===== config.mk =====
export PLATFORM = sky130hd
export DESIGN_NAME = ram_arbiter_flat
export DESIGN_NICKNAME = d
export VERILOG_FILES = /design/src/rtl/cpu_mem_pkg.sv /design/src/rtl/ram_arbiter_if.sv /design/src/rtl/ram_arb_pick.sv /design/src/rtl/ram_arbiter.sv /design/src/flat_wrapper.sv
export SDC_FILE = /design/constraint.sdc
export NUM_CORES = 1
export LEC_CHECK = 0
export ABC_AREA = 1
export ABC_CLOCK_PERIOD_IN_PS = 1380
export CORE_MARGIN = 2
export CORE_UTILIZATION = 25
export CTS_BUF_LIST = sky130_fd_sc_hd__clkbuf_2 sky130_fd_sc_hd__clkbuf_4 sky130_fd_sc_hd__clkbuf_8
export CTS_CLUSTER_DIAMETER = 100
export DETAILED_ROUTE_END_ITERATION = 6
export GPL_ROUTABILITY_DRIVEN = 1
export PLACE_DENSITY = 0.63
export SYNTH_ARGS = -nofsm -noshare
export SYNTH_HDL_FRONTEND = slang
export SYNTH_SLANG_ARGS = --single-unit

===== constraint.sdc =====
create_clock -name clk -period 1.38 [get_ports clk]
set_clock_uncertainty 0.2 [all_clocks]
set_input_delay 0.276 -clock clk [delete_from_list [all_inputs] [get_ports clk]]
set_output_delay 0.276 -clock clk [all_outputs]
set_load 0.02 [all_outputs]

===== src/rtl/cpu_mem_pkg.sv =====
// cpu_mem_pkg: shared FSM state, grant-owner encoding and default widths for the RAM arbiter
package cpu_mem_pkg;
  localparam int ADDR_W_DEF = 6;
  localparam int DATA_W_DEF = 16;
  typedef enum logic [1:0] {IDLE, ACCESS, ACK} state_t;
  typedef enum logic [1:0] {
    OWN_NONE  = 2'd0,
    OWN_FETCH = 2'd1,
    OWN_DATA  = 2'd2,
    OWN_DBG   = 2'd3
  } owner_t;
endpackage


===== src/rtl/ram_arbiter_if.sv =====
// ram_arbiter_if: requester ports and RAM bus of the RAM arbiter; g_* ports exist only with RAM_ARB_DBG_EN
interface ram_arbiter_if #(
  parameter int ADDR_W = cpu_mem_pkg::ADDR_W_DEF,
  parameter int DATA_W = cpu_mem_pkg::DATA_W_DEF
);
  import cpu_mem_pkg::*;
  logic              f_req;
  logic [ADDR_W-1:0] f_addr;
  logic              f_ack;
  logic [DATA_W-1:0] f_rdata;
  logic              d_req;
  logic              d_we;
  logic [ADDR_W-1:0] d_addr;
  logic [DATA_W-1:0] d_wdata;
  logic              d_ack;
  logic [DATA_W-1:0] d_rdata;
`ifdef RAM_ARB_DBG_EN
  logic              g_req;
  logic              g_we;
  logic [ADDR_W-1:0] g_addr;
  logic [DATA_W-1:0] g_wdata;
  logic              g_ack;
  logic [DATA_W-1:0] g_rdata;
`endif
  logic              ram_we;
  logic [ADDR_W-1:0] ram_addr;
  logic [DATA_W-1:0] ram_din;
  logic [DATA_W-1:0] ram_dout;
  logic              busy;
  owner_t            owner;
  modport slave (
    input  f_req, f_addr, d_req, d_we, d_addr, d_wdata,
`ifdef RAM_ARB_DBG_EN
    input  g_req, g_we, g_addr, g_wdata,
    output g_ack, g_rdata,
`endif
    input  ram_dout,
    output f_ack, f_rdata, d_ack, d_rdata, ram_we, ram_addr, ram_din, busy, owner
  );
  modport master (
    output f_req, f_addr, d_req, d_we, d_addr, d_wdata,
`ifdef RAM_ARB_DBG_EN
    output g_req, g_we, g_addr, g_wdata,
    input  g_ack, g_rdata,
`endif
    output ram_dout,
    input  f_ack, f_rdata, d_ack, d_rdata, ram_we, ram_addr, ram_din, busy, owner
  );
endinterface


===== src/rtl/ram_arb_pick.sv =====
// ram_arb_pick: combinational winner select, debug > data > fetch unless fetch has waited MAX_WAIT decisions
module ram_arb_pick
  import cpu_mem_pkg::*;
#(
  parameter int MAX_WAIT = 4
) (
  input  logic       f_req,
  input  logic       d_req,
  input  logic       g_req,
  input  logic [3:0] wait_cnt,
  output owner_t     winner
);
  always_comb winner = (f_req && wait_cnt == 4'(MAX_WAIT)) ? OWN_FETCH :
                       g_req ? OWN_DBG :
                       d_req ? OWN_DATA :
                       f_req ? OWN_FETCH : OWN_NONE;
endmodule


===== src/rtl/ram_arbiter.sv =====
// ram_arbiter: IDLE/ACCESS/ACK sharer of a sync-read RAM between fetch, data and (RAM_ARB_DBG_EN) debug ports
module ram_arbiter
  import cpu_mem_pkg::*;
#(
  parameter int ADDR_W   = ADDR_W_DEF,
  parameter int DATA_W   = DATA_W_DEF,
  parameter int MAX_WAIT = 4
) (
  input logic          clk,
  input logic          rst,
  ram_arbiter_if.slave bus
);
  state_t            state, state_nxt;
  owner_t            owner_r, winner;
  logic              we_r;
  logic [ADDR_W-1:0] addr_r;
  logic [DATA_W-1:0] din_r;
  logic [3:0]        wait_cnt;
  logic              g_req, g_we;
  logic [ADDR_W-1:0] g_addr;
  logic [DATA_W-1:0] g_wdata;
`ifdef RAM_ARB_DBG_EN
  assign g_req   = bus.g_req;
  assign g_we    = bus.g_we;
  assign g_addr  = bus.g_addr;
  assign g_wdata = bus.g_wdata;
  assign bus.g_ack   = state == ACK && owner_r == OWN_DBG;
  assign bus.g_rdata = bus.g_ack ? bus.ram_dout : '0;
`else
  assign g_req   = 1'b0;
  assign g_we    = 1'b0;
  assign g_addr  = '0;
  assign g_wdata = '0;
`endif
  ram_arb_pick #(.MAX_WAIT(MAX_WAIT)) u_pick (
    .f_req   (bus.f_req),
    .d_req   (bus.d_req),
    .g_req   (g_req),
    .wait_cnt(wait_cnt),
    .winner  (winner)
  );
  always_comb begin
    state_nxt = IDLE;
    state_nxt = state == IDLE ? (winner != OWN_NONE ? ACCESS : IDLE) :
                state == ACCESS ? ACK : IDLE;
  end
  always_ff @(posedge clk or negedge rst)
    if (!rst) state <= IDLE;
    else state <= state_nxt;
  // Requests are only sampled in IDLE; the latched copy drives the RAM for the whole access.
  always_ff @(posedge clk or negedge rst)
    if (!rst) begin
      owner_r  <= OWN_NONE;
      we_r     <= 1'b0;
      addr_r   <= '0;
      din_r    <= '0;
      wait_cnt <= '0;
    end else if (state == IDLE) begin
      owner_r  <= winner;
      we_r     <= winner == OWN_DBG ? g_we : winner == OWN_DATA ? bus.d_we : 1'b0;
      if (winner != OWN_NONE)
        addr_r <= winner == OWN_DBG ? g_addr : winner == OWN_DATA ? bus.d_addr : bus.f_addr;
      if (winner == OWN_DBG || winner == OWN_DATA)
        din_r  <= winner == OWN_DBG ? g_wdata : bus.d_wdata;
      wait_cnt <= (!bus.f_req || winner == OWN_FETCH) ? 4'd0 :
                  wait_cnt < 4'(MAX_WAIT) ? wait_cnt + 4'd1 : wait_cnt;
    end else if (state == ACK) begin
      owner_r  <= OWN_NONE;
    end
  assign bus.ram_we   = state == ACCESS && we_r;
  assign bus.ram_addr = addr_r;
  assign bus.ram_din  = din_r;
  assign bus.busy     = state != IDLE;
  assign bus.owner    = owner_r;
  assign bus.f_ack    = state == ACK && owner_r == OWN_FETCH;
  assign bus.f_rdata  = bus.f_ack ? bus.ram_dout : '0;
  assign bus.d_ack    = state == ACK && owner_r == OWN_DATA;
  assign bus.d_rdata  = bus.d_ack ? bus.ram_dout : '0;
endmodule


===== src/flat_wrapper.sv =====
// flat-port wrapper written by rule: the top's interface ports become plain ports
module ram_arbiter_flat import cpu_mem_pkg::*;
#(
  parameter int ADDR_W   = ADDR_W_DEF,
  parameter int DATA_W   = DATA_W_DEF,
  parameter int MAX_WAIT = 4
)
  (clk, rst, bus_f_req, bus_f_addr, bus_d_req, bus_d_we, bus_d_addr, bus_d_wdata, bus_ram_dout, bus_f_ack, bus_f_rdata, bus_d_ack, bus_d_rdata, bus_ram_we, bus_ram_addr, bus_ram_din, bus_busy, bus_owner);
  ram_arbiter_if #(.ADDR_W(ADDR_W), .DATA_W(DATA_W)) bus_i ();
  input logic clk;
  input logic rst;
  input wire logic [$bits(bus_i.f_req)-1:0] bus_f_req;
  input wire logic [$bits(bus_i.f_addr)-1:0] bus_f_addr;
  input wire logic [$bits(bus_i.d_req)-1:0] bus_d_req;
  input wire logic [$bits(bus_i.d_we)-1:0] bus_d_we;
  input wire logic [$bits(bus_i.d_addr)-1:0] bus_d_addr;
  input wire logic [$bits(bus_i.d_wdata)-1:0] bus_d_wdata;
  input wire logic [$bits(bus_i.ram_dout)-1:0] bus_ram_dout;
  output wire logic [$bits(bus_i.f_ack)-1:0] bus_f_ack;
  output wire logic [$bits(bus_i.f_rdata)-1:0] bus_f_rdata;
  output wire logic [$bits(bus_i.d_ack)-1:0] bus_d_ack;
  output wire logic [$bits(bus_i.d_rdata)-1:0] bus_d_rdata;
  output wire logic [$bits(bus_i.ram_we)-1:0] bus_ram_we;
  output wire logic [$bits(bus_i.ram_addr)-1:0] bus_ram_addr;
  output wire logic [$bits(bus_i.ram_din)-1:0] bus_ram_din;
  output wire logic [$bits(bus_i.busy)-1:0] bus_busy;
  output wire logic [$bits(bus_i.owner)-1:0] bus_owner;
  assign bus_i.f_req = bus_f_req;
  assign bus_i.f_addr = bus_f_addr;
  assign bus_i.d_req = bus_d_req;
  assign bus_i.d_we = bus_d_we;
  assign bus_i.d_addr = bus_d_addr;
  assign bus_i.d_wdata = bus_d_wdata;
  assign bus_i.ram_dout = bus_ram_dout;
  assign bus_f_ack = bus_i.f_ack;
  assign bus_f_rdata = bus_i.f_rdata;
  assign bus_d_ack = bus_i.d_ack;
  assign bus_d_rdata = bus_i.d_rdata;
  assign bus_ram_we = bus_i.ram_we;
  assign bus_ram_addr = bus_i.ram_addr;
  assign bus_ram_din = bus_i.ram_din;
  assign bus_busy = bus_i.busy;
  assign bus_owner = bus_i.owner;
  ram_arbiter #(.ADDR_W(ADDR_W), .DATA_W(DATA_W), .MAX_WAIT(MAX_WAIT)) u_core (.clk(clk), .rst(rst), .bus(bus_i));
endmodule

==> run metrics <==
Remaining Overflow, GRT=0; register area=777 um^2; R2R Setup Slk=-220 ps; post-route ant nets=0; Synth cell types=22; detailed placement HPWL=between 3 and 4 mm; Reg2Reg Launch Point=u_core.state[1]$_DFF_PN0_; Post-Route WL=5.09 mm; vias in the first global route=1867; fmax=about 540 MHz; max-slew violations=0; setup TNS=-20280 ps; number of placement rows=30; static leakage=between 1.5 and 2 nW; post-synthesis async set-or-reset flop share=between 90% and 100%; Post-Layout Inst Area=~3700 um^2; non-filler cells, final=around 470; first-pass GRT wire length=8.04 mm; clk slew on worst S/H paths=70 ps; Post-route DRC=0; multi-input combinational cell area=1000 um^2; core footprint=between 6000 and 7000 um^2; largest net degree at the start of global routing=32; VDD IR-drop max=roughly 0.91 mV; Hold Path Class=in2async; Hold-fix buffers, CTS=0; Synth Net Count=around 280; router iterations before antenna repair=4; routability-driven placement congestion ratio=approximately 0.72; synth-to-layout area growth=112%; IO buf count=between 100 and 150; WL per Instance=roughly 11 um; Inserted Diodes=0; antenna violations before repair=0; post-synthesis sequential area ratio=around 44%; crit path from=u_core.state[0]$_DFF_PN0_; Initial Utilization=around a quarter; DIE WIDTH=approximately 88 um; TritonCTS Sinks=31; syn_area_per_cell=between 7 and 8 um^2; DR iter-0 viols=25; top_reg_cell synth=dfrtp_1; Setup CP Type=reg2out; CTS Buf Count=5; layout cells sized above 1=a little over half; pwr dens=between 1500 and 2000 nW/um^2; fin util=54.7%; die height=~88 um; Worst-Skew Late Latency=around 280 ps; Slew @ Worst Pin=258 ps; most frequent cell after synthesis=inv_1; CTS Buffer Depth=2; final worst path period need=around 1800 ps; Placement Setup Slack=-662 ps; Total GRT Usage=between 10% and 20%; Data arrival, critical path=around 1400 ps; status=finished, violations left; FF-to-FF path depth=7; CTS tree=built; Filler cells=618; Syn Std Cell Area=1760 um^2; Post-synth top cells=inv_1, nand2_1, nor2_1; Fin Hold WS=around 170 ps; Critical Path Sink Type=primary output; final hold violations=0; Setup crit start kind=flip-flop; yosys warns=0; Area contributors post-synth=dfrtp_1, inv_1, nand2_1, o21ai_2, nor2_1; Yosys reg bits=31; R2R Path End=u_core.bus.ram_din[9]$_DFFE_PN0P_; failing checks=setup timing; nets=about 430; Post-synth EDFFs=0; Crit Path Max Fanout=9; Placed Area=around 3500 um^2; via/cell ratio=approximately 4; Tcrit/Tclk final=134%; Final Total Pwr=between 6 and 7 mW; routed vias=1938; Cells after DPL=around 460; final worst slack=-467 ps; Slew HR=approximately 83%; CTS root buf=clkbuf_8; Yosys top cell area share=between 40% and 50%; Mapped Cells=226; RSZ-0062 raised after global routing=true; CP Data Required Time=900 ps; H-tree levels=2; final setup violation count=65; area leader, netlist=dfrtp_1; Die ar.=roughly 7700 um^2; I/O pin cnt=109; Max-Cap Viols=0
==> worst max path at each step <==
stage                      end  cells after the start
6_report        bus_d_rdata[3]                      5
5_1_grt         bus_f_rdata[0]                      5
4_1_cts         bus_d_rdata[4]                      6
3_5_place_dp   bus_f_rdata[13]                      4
3_3_place_gp   bus_f_rdata[13]                      4
2_1_floorplan  bus_f_rdata[10]                      5
==> per-layer routing <==
metal | up-vias | track usage [%] | part of all wire, %
met3 | 5 | 4.52 | 9.9
met2 | 76 | 24.3 | 53
met5 | - | 0 | 0
li1 | 972 | - | -
met1 | 885 | 13.5 | 36
met4 | 0 | 3.78 | 0.71
==> cells by family after synthesis <==
logic type / share of synthesized area [%]
fa+ha+maj: 1.42
simple gates: 27.8
buf+inv: 16.7
flops: 44.1
compound gates: 9.39
xor+xnor: 0.498
==> power breakdown <==
part           total [mW]  leakage [nW]  internal [mW]  switching, mW
clock network        1.08        0.0688          0.742          0.342
registers            1.55         0.388           1.31          0.233
logic                3.73          1.39           1.80           1.93
total                6.36          1.85           3.85           2.50
==> flip-flops by register name, summed over array words and instances, names as in the netlist <==
register,count
u_core.bus.ram_din,16
u_core.bus.ram_addr,6
u_core.wait_cnt,4
u_core.bus.owner,2
u_core.state,2
u_core.we_r,1
==> what timing repair did <==
item / CTS / global route
resized for setup: 318 / 23
buffers inserted: 3 / 4
gates cloned: 0 / 3
pin swaps: 10 / 7
endpoints found under the setup margin: 88 / 68
==> area by class of cell <==
type                    count  share of cell area [%]
clock buffers               6                    2.05
clock inverters             2                    1.62
inverters                  59                    6.29
multi-input cells         130                    27.0
flip-flops and latches     31                    20.9
well taps                  96                    3.23
repair buffers            150                    38.9
==> placed cells by master (no fill, tap or decap), drive strengths merged <==
cell type and n:
nand2 43, ha 2, dlygate4sd2 1, nand3 21
buf 100, o22ai 1, nor2 40, clkinv 2
o21ai 18, xnor2 1, inv 57, clkdlybuf4s50 47
bufinv 2, nor3 1, nand4 2, clkbuf 8
dfrtp 31, a21oi 1
==> worst max-delay path, stage by stage (launching register included) <==
cell and delay [ps]:
dfrtp_1 410, nor2_4 170, nand3_4 110, buf_12 160
nor2_2 80, buf_4 140
No activity file was read; power rests on OpenSTA's default activity.
